===== src/rtl/seg7_scan_display.sv =====
// rtl/seg7_scan_display.sv - binary-to-BCD converter and multiplexed 7-segment scan driver
// Optional build macro: LEADING_ZERO_BLANK_EN (blank leading zero digits)
module seg7_scan_display #(
  parameter int DATA_W   = 9,
  parameter int DIGITS   = 3,
  parameter int SCAN_DIV = 1000
) (
  input  logic              clk_i,
  input  logic              rst_i,
  input  logic [DATA_W-1:0] data_i,
  input  logic              load_i,
  output logic              busy_o,
  output logic              overflow_o,
  output logic [6:0]        seg_o,
  output logic [DIGITS-1:0] an_o
);

  localparam int BCD_W = 4 * DIGITS;
  localparam int CNT_W = $clog2(DATA_W + 1);
  localparam int PRE_W = (SCAN_DIV > 1) ? $clog2(SCAN_DIV) : 1;
  localparam int IDX_W = (DIGITS > 1) ? $clog2(DIGITS) : 1;

  localparam logic [1:0] S_IDLE   = 2'd0;
  localparam logic [1:0] S_SHIFT  = 2'd1;
  localparam logic [1:0] S_COMMIT = 2'd2;

  function automatic logic [63:0] pow10_m1(input int n);
    logic [63:0] m;
    m = 64'd1;
    for (int i = 0; i < n; i++) m = m * 64'd10;
    return m - 64'd1;
  endfunction

  localparam logic [63:0] MAX_VAL = pow10_m1(DIGITS);

  function automatic logic [6:0] decode(input logic [3:0] n);
    case (n)
      4'd0: return 7'b0111111;
      4'd1: return 7'b0000110;
      4'd2: return 7'b1011011;
      4'd3: return 7'b1001111;
      4'd4: return 7'b1100110;
      4'd5: return 7'b1101101;
      4'd6: return 7'b1111101;
      4'd7: return 7'b0000111;
      4'd8: return 7'b1111111;
      4'd9: return 7'b1101111;
      default: return 7'b0000000;
    endcase
  endfunction

  logic [1:0]        state_q, state_d;
  logic [DATA_W-1:0] bin_q, bin_d;
  logic [BCD_W-1:0]  bcd_q, bcd_d, bcd_adj;
  logic [CNT_W-1:0]  cnt_q, cnt_d;
  logic              ovf_q, ovf_d;
  logic [BCD_W-1:0]  disp_q, disp_d;
  logic              overflow_q, overflow_d;
  logic [PRE_W-1:0]  pre_q, pre_d;
  logic [IDX_W-1:0]  idx_q, idx_d;

  always_comb begin
    state_d    = state_q;
    bin_d      = bin_q;
    bcd_d      = bcd_q;
    cnt_d      = cnt_q;
    ovf_d      = ovf_q;
    disp_d     = disp_q;
    overflow_d = overflow_q;
    bcd_adj    = bcd_q;
    for (int i = 0; i < DIGITS; i++) begin
      if (bcd_q[4*i +: 4] >= 4'd5) bcd_adj[4*i +: 4] = bcd_q[4*i +: 4] + 4'd3;
    end
    case (state_q)
      S_IDLE: begin
        if (load_i) begin
          bin_d   = data_i;
          bcd_d   = '0;
          cnt_d   = '0;
          ovf_d   = 64'(data_i) > MAX_VAL;
          state_d = S_SHIFT;
        end
      end
      S_SHIFT: begin
        // Truncation drops the carry out of the top nibble.
        bcd_d = BCD_W'({bcd_adj, bin_q[DATA_W-1]});
        bin_d = bin_q << 1;
        cnt_d = cnt_q + CNT_W'(1);
        if (cnt_q == CNT_W'(DATA_W - 1)) state_d = S_COMMIT;
      end
      S_COMMIT: begin
        disp_d     = bcd_q;
        overflow_d = ovf_q;
        state_d    = S_IDLE;
      end
      default: state_d = S_IDLE;
    endcase

    pre_d = pre_q + PRE_W'(1);
    idx_d = idx_q;
    if (pre_q == PRE_W'(SCAN_DIV - 1)) begin
      pre_d = '0;
      idx_d = (idx_q == IDX_W'(DIGITS - 1)) ? '0 : idx_q + IDX_W'(1);
    end
  end

  always_ff @(posedge clk_i) begin
    if (rst_i) begin
      state_q    <= S_IDLE;
      bin_q      <= '0;
      bcd_q      <= '0;
      cnt_q      <= '0;
      ovf_q      <= 1'b0;
      disp_q     <= '0;
      overflow_q <= 1'b0;
      pre_q      <= '0;
      idx_q      <= '0;
    end else begin
      state_q    <= state_d;
      bin_q      <= bin_d;
      bcd_q      <= bcd_d;
      cnt_q      <= cnt_d;
      ovf_q      <= ovf_d;
      disp_q     <= disp_d;
      overflow_q <= overflow_d;
      pre_q      <= pre_d;
      idx_q      <= idx_d;
    end
  end

  logic [3:0] nib;
  logic       blank;

  always_comb begin
    nib   = 4'd0;
    blank = 1'b0;
    for (int i = 0; i < DIGITS; i++) begin
      if (idx_q == IDX_W'(i)) nib = disp_q[4*i +: 4];
    end
`ifdef LEADING_ZERO_BLANK_EN
    // Blank when this digit and every more significant one are zero.
    blank = (idx_q != '0);
    for (int i = 0; i < DIGITS; i++) begin
      if (i >= int'(idx_q) && disp_q[4*i +: 4] != 4'd0) blank = 1'b0;
    end
`endif
    if (overflow_q)  seg_o = 7'b1000000;
    else if (blank)  seg_o = 7'b0000000;
    else             seg_o = decode(nib);
    an_o        = '0;
    an_o[idx_q] = 1'b1;
  end

  assign busy_o     = (state_q != S_IDLE);
  assign overflow_o = overflow_q;

endmodule


===== config.mk =====
export PLATFORM = sky130hd
export DESIGN_NAME = seg7_scan_display
export DESIGN_NICKNAME = d
export VERILOG_FILES = /design/src/rtl/seg7_scan_display.sv
export SDC_FILE = /design/constraint.sdc
export NUM_CORES = 1
export LEC_CHECK = 0
export CAP_MARGIN = 10
export CORE_MARGIN = 3
export CORE_UTILIZATION = 30
export DETAILED_ROUTE_END_ITERATION = 7
export SYNTH_ARGS = -nofsm -noshare
export SYNTH_HDL_FRONTEND = slang
export SYNTH_SLANG_ARGS = --single-unit
export TNS_END_PERCENT = 100

===== constraint.sdc =====
create_clock -name clk_i -period 2.65 [get_ports clk_i]
set_clock_uncertainty 0.15 [all_clocks]
set_input_delay 0.53 -clock clk_i [delete_from_list [all_inputs] [get_ports clk_i]]
set_output_delay 0.53 -clock clk_i [all_outputs]
set_load 0.03 [all_outputs]

==> results.json, run 1 <==
{
  "p_comb_frac": 0.085,
  "p_seq_frac": 0.593,
  "drt-pass1-iter-count": 4,
  "critPathSlowestCell": "dfxtp_4",
  "yosysSeqAreaShare": 0.394,
  "crit_fanout": 7,
  "grt_usage": 0.110,
  "vias": 2090,
  "setup_tns_ps": 0,
  "syn-num-nets": 334,
  "power_frac_clock": 0.323,
  "rr_worst_depth": 6,
  "start_util": 0.313,
  "power_mw": 1.35,
  "die_h_microns": 99.0,
  "finalCriticalPeriod_ps": 2550,
  "use_met3": 0.0262,
  "num-fill-cells": 861,
  "startpoint": "idx_q[0]$_SDFFE_PP0N_",
  "diodes": 0,
  "p_sw_frac": 0.246,
  "routed_wl_microns": 5130,
  "wl_per_cell_microns": 11.8,
  "detail-route-antenna-nets": 0,
  "die_w_microns": 99.0,
  "synth_warnings": 0,
  "fin_crit_sh": 0.964,
  "crit_chain": "buf_4, mux2i_4, a2bb2oi_4, a21oi_4, a31oi_1, buf_4",
  "power_switching_mw": 0.332,
  "synthArstFlopShare": 0,
  "core.rowCount": 33,
  "cts_buffer_depth": 2,
  "grtUsageMet1": 0.141,
  "hold_start": "pre_q[0]$_SDFF_PP0_",
  "coreArea_sq_um": 8300,
  "dp_hpwl_microns": 3700,
  "path_depth": 6,
  "ys_seq_elements": 51,
  "cts.clk_slew.worst_paths_ps": 90,
  "p_int_mw": 1.02,
  "dp.cells": 426,
  "viasPerCell": 4.79,
  "syn_area_per_cell_sq_um": 8.45,
  "synth-main-ff-cell": "dfxtp_1",
  "fmax_mhz": 392,
  "grt-busiest-layer": "met2",
  "area_delta_synth_final_pct": 16.4,
  "insertion_delay_ps": 300,
  "powerDensity_nw_per_um2": 447,
  "crit_family": "compound AO/OA/AOI/OAI gates",
  "cp-endpoint": "seg_o[2]",
  "cp-end-kind": "output pin",
  "ir_worst_vdd_v": 0.000199,
  "nets": 357,
  "grt_util_met2": 0.180,
  "first_global_vias": 1895,
  "crit_required_ps": 1970,
  "instances_no_fill": 436,
  "drc": 0,
  "crit_path_frequent_cell": "buf_4",
  "tritoncts": "done",
  "htree_levels": 2,
  "io_pins": 24,
  "cap_violations": 0,
  "cts.sinks": 51,
  "place_ws_ps": 263,
  "cts_buffers": 5,
  "worstReg2RegEnd": "bcd_q[2]$_SDFFE_PP0P_",
  "gr-total-overflow": 0,
  "finalWeightedCongestion": 0.796,
  "min_path_type": "reg2reg",
  "maxSlewViolCount": 0,
  "multi_input_area_sq_um": 1440,
  "rr_startpoint": "bcd_q[1]$_SDFFE_PP0P_",
  "cp_num_buf_inv": 2,
  "die_area_sq_um": 9800,
  "start_kind": "flop",
  "outcome": "finished, final reports clean",
  "worst_pin_slew_ps": 760,
  "syn_inst": 307,
  "seqCellArea_sq_um": 1020,
  "syn-cell-area_sq_um": 2590,
  "hold_viol_final": 0,
  "grt_pass1_wl_microns": 8850,
  "slew_headroom": 0.492,
  "cts-root-buf": "clkbuf_8",
  "grt_antenna_before_repair": 0,
  "worst_slack_ps": 95.9,
  "max_stage_delay_ps": 400,
  "finalSetupViolCount": 0,
  "cp_data_arrival_time_ps": 1870,
  "grt_max_degree": 17,
  "synth_cell_types": 50,
  "port_buffers": 22,
  "total_leakage_power_nw": 1.15,
  "final_util": 0.364,
  "drtIter0Drc": 106,
  "crit_type": "reg2out",
  "reg2reg_slack_ps": 1030,
  "final_layout_size_suffix_gt1_frac": 0.124,
  "synth_edf_count": 0
}
[stage by stage]
step                cell area [sq um]  hold slack (ps)
detailed placement               2900              284
global placement                 2900              277
global route                     3020              324
floorplan                        2600              263
CTS                              2990              297
finish                           3020              296
[worst min path at each step]
stage                                endpoint  slack, ps  depth (start not counted)
final                     pre_q[0]$_SDFF_PP0_        300                          1
after global routing      pre_q[0]$_SDFF_PP0_        320                          1
after CTS                 pre_q[0]$_SDFF_PP0_        300                          1
after detailed placement  pre_q[0]$_SDFF_PP0_        280                          1
after global placement    pre_q[0]$_SDFF_PP0_        280                          1
after floorplan           pre_q[0]$_SDFF_PP0_        260                          1
[power groups by stage]
stage | clock, mW | sequential, mW | combinational (mW)
5_1_grt | 0.496 | 0.803 | 0.128
6_report | 0.436 | 0.800 | 0.114
2_1_floorplan | 0 | 0.815 | 0.0823
4_1_cts | 0.462 | 0.801 | 0.116
3_5_place_dp | 0 | 0.819 | 0.115
3_3_place_gp | 0 | 0.818 | 0.113
[cells by family (layout without fill, tap and decap cells)]
group                      Yosys count  after routing  share of synthesized area
AOI/OAI and AO/OA                   59             59                      0.160
xor gates and xnor gates             8              8                     0.0270
adders and majority gates           15             15                     0.0724
buffers and inverters               30             54                     0.0569
DFF                                 51             51                      0.394
muxes                               12             12                     0.0516
other                                1              1                    0.00145
and+or+nand+nor                    131            131                      0.237
[Yosys cell counts (2+ instances only)]
master	n	area [sq um]
dfxtp_1	51	1020
nor2_1	46	173
nand2_1	39	146
a21oi_1	28	140
ha_1	15	188
inv_1	14	52.6
nand3_1	12	60.1
mux2i_1	10	100
nand2b_1	8	50.1
nor4_1	8	50.1
clkbuf_1	7	26.3
xnor2_1	7	61.3
a22o_1	6	52.6
o21ai_0	4	20.0
a31oi_1	3	18.8
a32oi_1	3	26.3
buf_2	3	15.0
buf_6	3	33.8
nor3b_1	3	22.5
o31ai_1	3	22.5
and2_1	2	12.5
buf_4	2	15.0
nand4_1	2	12.5
nor2b_1	2	12.5
[metal layers]
layer | vias to the layer above | wire length (microns)
li1 | 1093 | -
met1 | 967 | 2530
met2 | 23 | 2370
met3 | 7 | 159
met4 | 0 | 70
met5 | - | 0
[flip-flops by register name (all words and copies together), names as in the netlist]
signal and cells:
cnt_q 4, idx_q 2, bcd_q 12, disp_q 12, pre_q 10, bin_q 9
state_q 2
[layout make-up]
class | instances | area share
clock buffers | 6 | 0.0240
clock inverters | 2 | 0.00414
inverters | 14 | 0.0174
multi-input cells | 226 | 0.478
flip-flops and latches | 51 | 0.339
well taps | 105 | 0.0435
repair buffers | 32 | 0.0932
[repair_timing]
item,in CTS,in global routing
hold buffers,0,0
endpoints found under the setup margin,7,7
buffers inserted,0,2
pin swaps,0,2
gates resized for setup,1,6
[cell usage in the layout (no fill, tap or decap), types with 2 or more instances in the layout]
| cell type | count |
|---|---|
| mux2i_1 | 9 |
| nor3b_1 | 3 |
| a21oi_1 | 26 |
| clkdlybuf4s50_1 | 15 |
| ha_1 | 15 |
| a32oi_1 | 3 |
| nand2b_1 | 8 |
| dfxtp_1 | 50 |
| a31oi_1 | 3 |
| a22o_1 | 6 |
| inv_1 | 13 |
| clkbuf_8 | 5 |
| nor2_1 | 46 |
| nor4_1 | 8 |
| xnor2_1 | 7 |
| o31ai_1 | 3 |
| o21ai_0 | 4 |
| buf_4 | 16 |
| nand3_1 | 12 |
| a21oi_2 | 2 |
| nand2_1 | 39 |
| nor2b_1 | 2 |
| nand4_1 | 2 |
| and2_1 | 2 |
No activity file was read; power rests on OpenSTA's default activity.
==> run 2, diff against run 1 <==
CORE_UTILIZATION = 50   (was 30)
PLACE_DENSITY = 0.71   (was default)
clock period = 2.4 ns   (was 2.65 ns; I/O delays follow)
==> run 2 against run 1 <==
Setup slack worse by 200 ps. Clock power is 33% higher. The run now ends with negative setup slack left. Sequential power is 10% higher. Largest cell class unchanged. Core utilization is 28 points higher. Critical endpoint is now seg_o[3]. Via count is 2.6% higher. Global-route usage is 7.9 points higher. Cell count is 7.6% lower. Clock-buffer cell count stayed put. Sequential share of layout area is 1.3 points lower. Flip-flop and latch count stayed put. First-iteration DRC count is 29% lower. Hold slack better by 6.9 ps.
==> results.json, run 2 (same netlist as run 1, synthesis figures left out) <==
{
  "total_leakage_power_nw": 1.21,
  "grt_pass1_wl_microns": 9360,
  "powerDensity_nw_per_um2": 506,
  "dp_hpwl_microns": 3580,
  "core.rowCount": 25,
  "rsz0062_at_grt": "yes",
  "instances_no_fill": 403,
  "worst_hold_slack_ps": 303,
  "hold_viol_final": 0,
  "worst_slack_ps": -104,
  "coreArea_sq_um": 4880,
  "drt-pass1-iter-count": 4,
  "area_delta_synth_final_pct": 21.1,
  "reg_top3": "bcd_q: 12 flops, disp_q: 12 flops, pre_q: 10 flops",
  "cts.clk_slew.worst_paths_ps": 90,
  "cp_data_arrival_time_ps": 1870,
  "drtIter0Drc": 75,
  "ir_worst_vdd_v": 0.000368,
  "final_layout_size_suffix_gt1_frac": 0.170,
  "cts-root-buf": "clkbuf_8",
  "outcome": "finished, violations left",
  "p_comb_frac": 0.079,
  "violations": "negative setup slack",
  "most-common-layout-cells": "dfxtp_1 (50), nor2_1 (46), nand2_1 (39)",
  "io_pins": 24,
  "min_path_type": "reg2reg",
  "htree_levels": 2,
  "cp-end-kind": "output pin",
  "cts_buffers": 5,
  "vias": 2145,
  "detail-route-antenna-nets": 0,
  "maxSlewViolCount": 0,
  "cts.sinks": 51,
  "die_w_microns": 78.0,
  "final_common_cell": "dfxtp_1",
  "nets": 363,
  "fmax_mhz": 399,
  "slew_headroom": 0.487,
  "power_frac_clock": 0.365,
  "first_global_vias": 2060,
  "cts_hold_buf": 0,
  "die_h_microns": 78.0,
  "dp.cells": 389,
  "p_seq_frac": 0.556,
  "tritoncts": "done",
  "power_switching_mw": 0.364,
  "viasPerCell": 5.32,
  "start_util": 0.532,
  "cap_violations": 0,
  "wl_per_cell_microns": 13.1,
  "finalWeightedCongestion": 0.828,
  "fin_crit_sh": 1.04,
  "p_int_mw": 1.23,
  "crit_fanout": 5,
  "grt_antenna_before_repair": 0,
  "grt_max_degree": 19,
  "routed_wl_microns": 5290,
  "finalCriticalPeriod_ps": 2500,
  "p_sw_frac": 0.229,
  "insertion_delay_ps": 310,
  "port_buffers": 22,
  "finalSetupViolCount": 7,
  "grt_usage": 0.189,
  "die_area_sq_um": 6090,
  "crit_type": "reg2out",
  "worst_pin_slew_ps": 767,
  "drc": 0,
  "diodes": 0,
  "start_kind": "flop",
  "gr-total-overflow": 0,
  "cts_buffer_depth": 2,
  "crit_required_ps": 1770
}
==> run 2: changes by cell type in the layout (fill, tap and decap cells not counted), moves of 2 or more <==
cell	previous run	this run
buf_6	1	5
ha_1	15	12
a21oi_4	1	3
buf_4	16	18
ha_4	0	2
mux2i_1	9	7
mux2i_2	1	3
==> run 2: worst paths after layout <==
| kind | startpoint | to | slack, ps | cells past startpoint |
|---|---|---|---|---|
| hold reg to reg | pre_q[0]$_SDFF_PP0_ | pre_q[0]$_SDFF_PP0_ | 300 | 1 |
| setup reg to reg | state_q[1]$_SDFFE_PP0P_ | bcd_q[10]$_SDFFE_PP0P_ | 630 | 3 |
| setup / recovery | idx_q[0]$_SDFFE_PP0N_ | seg_o[3] | -100 | 8 |
| hold / removal | pre_q[0]$_SDFF_PP0_ | pre_q[0]$_SDFF_PP0_ | 300 | 1 |
==> run 2: final cells by class <==
type,instances,area [sq um]
clock buffer,6,72.6
clock inverter,1,30.0
fill,436,1740
inverter,14,52.6
multi-input combinational,226,1540
sequential,51,1020
tap,67,83.8
timing repair buffer,38,340
==> run 2: routing by layer <==
layer | routed length, microns | track usage | up-vias
met5 | 0 | 0 | -
met4 | 74 | 0.0664 | 0
met3 | 149 | 0.0344 | 7
met2 | 2490 | 0.317 | 23
met1 | 2580 | 0.243 | 1013
li1 | - | - | 1102
==> run 2: repair_timing <==
item | in CTS | in global routing
resized for setup | 18 | 2
endpoints found under the setup margin | 8 | 7
pin swaps | 5 | 1
setup buffers | 8 | 0
==> run 2: stage by stage <==
| stage | setup TNS (ps) | setup slack, ps | util | area, sq um | total power, mW |
|---|---|---|---|---|---|
| 4_1_cts | -527 | -103 | 0.642 | 3130 | 1.61 |
| 6_report | -536 | -104 | 0.644 | 3140 | 1.59 |
| 2_1_floorplan | 0 | 1.94 | - | 2640 | 0.991 |
| 3_3_place_gp | 0 | 108 | 0.595 | 2900 | 1.03 |
| 3_5_place_dp | 0 | 57.2 | 0.595 | 2900 | 1.03 |
| 5_1_grt | -1250 | -214 | 0.644 | 3140 | 1.66 |
==> run 2: critical path, cell delays in order (launching register included) <==
cell and delay, ps:
dfxtp_4 370, buf_6 130, nor2b_4 150, o2bb2ai_4 140
inv_2 100, ha_2 180, o21a_4 210, a21oi_4 140
buf_6 140
==> run 2: power by group through the flow <==
stage	clock network [mW]	registers [mW]	logic (mW)
final	0.580	0.883	0.126
after global routing	0.627	0.886	0.144
after CTS	0.595	0.883	0.128
after floorplan	0	0.900	0.0909
after detailed placement	0	0.904	0.128
after global placement	0	0.903	0.126
==> run 3, diff against run 2 <==
PLACE_DENSITY = 0.74   (was 0.71)
clock period = 2.25 ns   (was 2.4 ns; I/O delays follow)
==> run 3 against run 2 <==
The run still ends with negative setup slack left. Flip-flop and latch count unchanged. Setup slack worse by 180 ps. First-iteration DRC count grew 29%. Largest cell class unchanged. Largest power group unchanged.
==> results.json, run 3 (same netlist as run 1, synthesis figures left out) <==
{
  "dp.cells": 401,
  "die_h_microns": 78.0,
  "cap_violations": 0,
  "finalWeightedCongestion": 0.769,
  "detail-route-antenna-nets": 0,
  "nets": 373,
  "start_util": 0.532,
  "ir_worst_vdd_v": 0.000353,
  "port_buffers": 22,
  "diodes": 0,
  "finalCriticalPeriod_ps": 2530,
  "outcome": "finished, violations left",
  "worst_slack_ps": -281,
  "violations": "negative setup slack",
  "grt_util_met2": 0.301,
  "viasPerCell": 5.24,
  "grt_usage": 0.185,
  "power_frac_clock": 0.343,
  "use_met3": 0.0459,
  "cts-root-buf": "clkbuf_8",
  "area_delta_synth_final_pct": 29.0,
  "crit_required_ps": 1650,
  "grt_pass1_wl_microns": 9080,
  "die_w_microns": 78.0,
  "coreArea_sq_um": 4880,
  "finalSetupViolCount": 7,
  "cts_buffers": 5,
  "fin_crit_sh": 1.13,
  "reg_top3": "bcd_q: 12 flops, disp_q: 12 flops, pre_q: 10 flops",
  "p_comb_frac": 0.087,
  "vias": 2171,
  "powerDensity_nw_per_um2": 495,
  "grtUsageMet1": 0.240,
  "power_mw": 1.65,
  "cts.clk_slew.worst_paths_ps": 90,
  "crit_type": "reg2out",
  "die_area_sq_um": 6090,
  "final_common_cell": "dfxtp_1",
  "instances_no_fill": 414,
  "dp_hpwl_microns": 3750,
  "maxSlewViolCount": 0,
  "p_seq_frac": 0.570,
  "most-common-layout-cells": "dfxtp_1 (50), nor2_1 (46), nand2_1 (37)",
  "setup_tns_ps": -1900,
  "final_layout_size_suffix_gt1_frac": 0.213,
  "rsz0062_at_grt": "yes",
  "wl_per_cell_microns": 13.5,
  "first_global_vias": 2008,
  "htree_levels": 2,
  "cp_data_arrival_time_ps": 1930,
  "io_pins": 24,
  "total_leakage_power_nw": 1.29,
  "power_switching_mw": 0.384,
  "tritoncts": "done",
  "insertion_delay_ps": 300,
  "core.rowCount": 25,
  "hold_viol_final": 0,
  "cp-end-kind": "output pin",
  "drt-pass1-iter-count": 4,
  "grt-busiest-layer": "met2",
  "start_kind": "flop",
  "cts.sinks": 51,
  "crit_fanout": 5,
  "fmax_mhz": 395,
  "min_path_type": "reg2reg",
  "drc": 0,
  "gr-total-overflow": 0,
  "p_sw_frac": 0.232,
  "cts_buffer_depth": 2,
  "drtIter0Drc": 97,
  "p_int_mw": 1.27,
  "grt_max_degree": 44,
  "routed_wl_microns": 5570,
  "grt_antenna_before_repair": 0
}
## run 3: cell type report
class | count | area [sq um]
repair buffers | 48 | 462
well taps | 67 | 83.8
fillers | 413 | 1530
flip-flops and latches | 51 | 1020
inverters | 14 | 55.1
multi-input cells | 226 | 1620
clock buffers | 8 | 100
## run 3: power groups by stage
stage	Clock [mW]	Combinational (mW)	Sequential (mW)
6_report	0.568	0.144	0.944
5_1_grt	0.624	0.161	0.948
4_1_cts	0.589	0.145	0.943
3_5_place_dp	0	0.144	0.964
3_3_place_gp	0	0.142	0.964
2_1_floorplan	0	0.0970	0.960
## run 3: critical path, stage by stage, from the launching register on
cell	delay, ps
dfxtp_2	390
buf_6	150
mux2i_4	270
a2bb2oi_4	180
buf_6	130
a21oi_4	60
buf_12	150
a31oi_4	140
buf_6	150
## run 3: through the flow
stage	worst slack (ps)	utilization	hold slack, ps	area (sq um)
2_1_floorplan	-69.4	-	263	2700
3_3_place_gp	48.6	0.627	282	3060
3_5_place_dp	-0.432	0.627	287	3060
4_1_cts	-249	0.666	299	3250
5_1_grt	-392	0.686	316	3350
6_report	-281	0.686	301	3350
## run 3: what timing repair did
| item | in CTS | in global routing |
|---|---|---|
| pin swaps | 4 | 4 |
| endpoints found under the setup margin | 9 | 8 |
| cloned | 0 | 0 |
| setup buffers | 2 | 4 |
| hold buffers | 0 | 0 |
| resized for setup | 21 | 10 |
## run 3: per-layer routing
layer / vias to the layer above / part of all wire
li1: 1131 / -
met1: 990 / 0.46
met2: 44 / 0.49
met3: 6 / 0.034
met4: 0 / 0.016
met5: - / 0
## run 3: worst paths after layout
path                         end                  start  cells past startpoint  slack, ps
max                     seg_o[6]  idx_q[0]$_SDFFE_PP0N_                      8       -280
min          pre_q[0]$_SDFF_PP0_    pre_q[0]$_SDFF_PP0_                      1        300
max reg2reg  pre_q[3]$_SDFF_PP0_    pre_q[0]$_SDFF_PP0_                      5        620
min reg2reg  pre_q[0]$_SDFF_PP0_    pre_q[0]$_SDFF_PP0_                      1        300
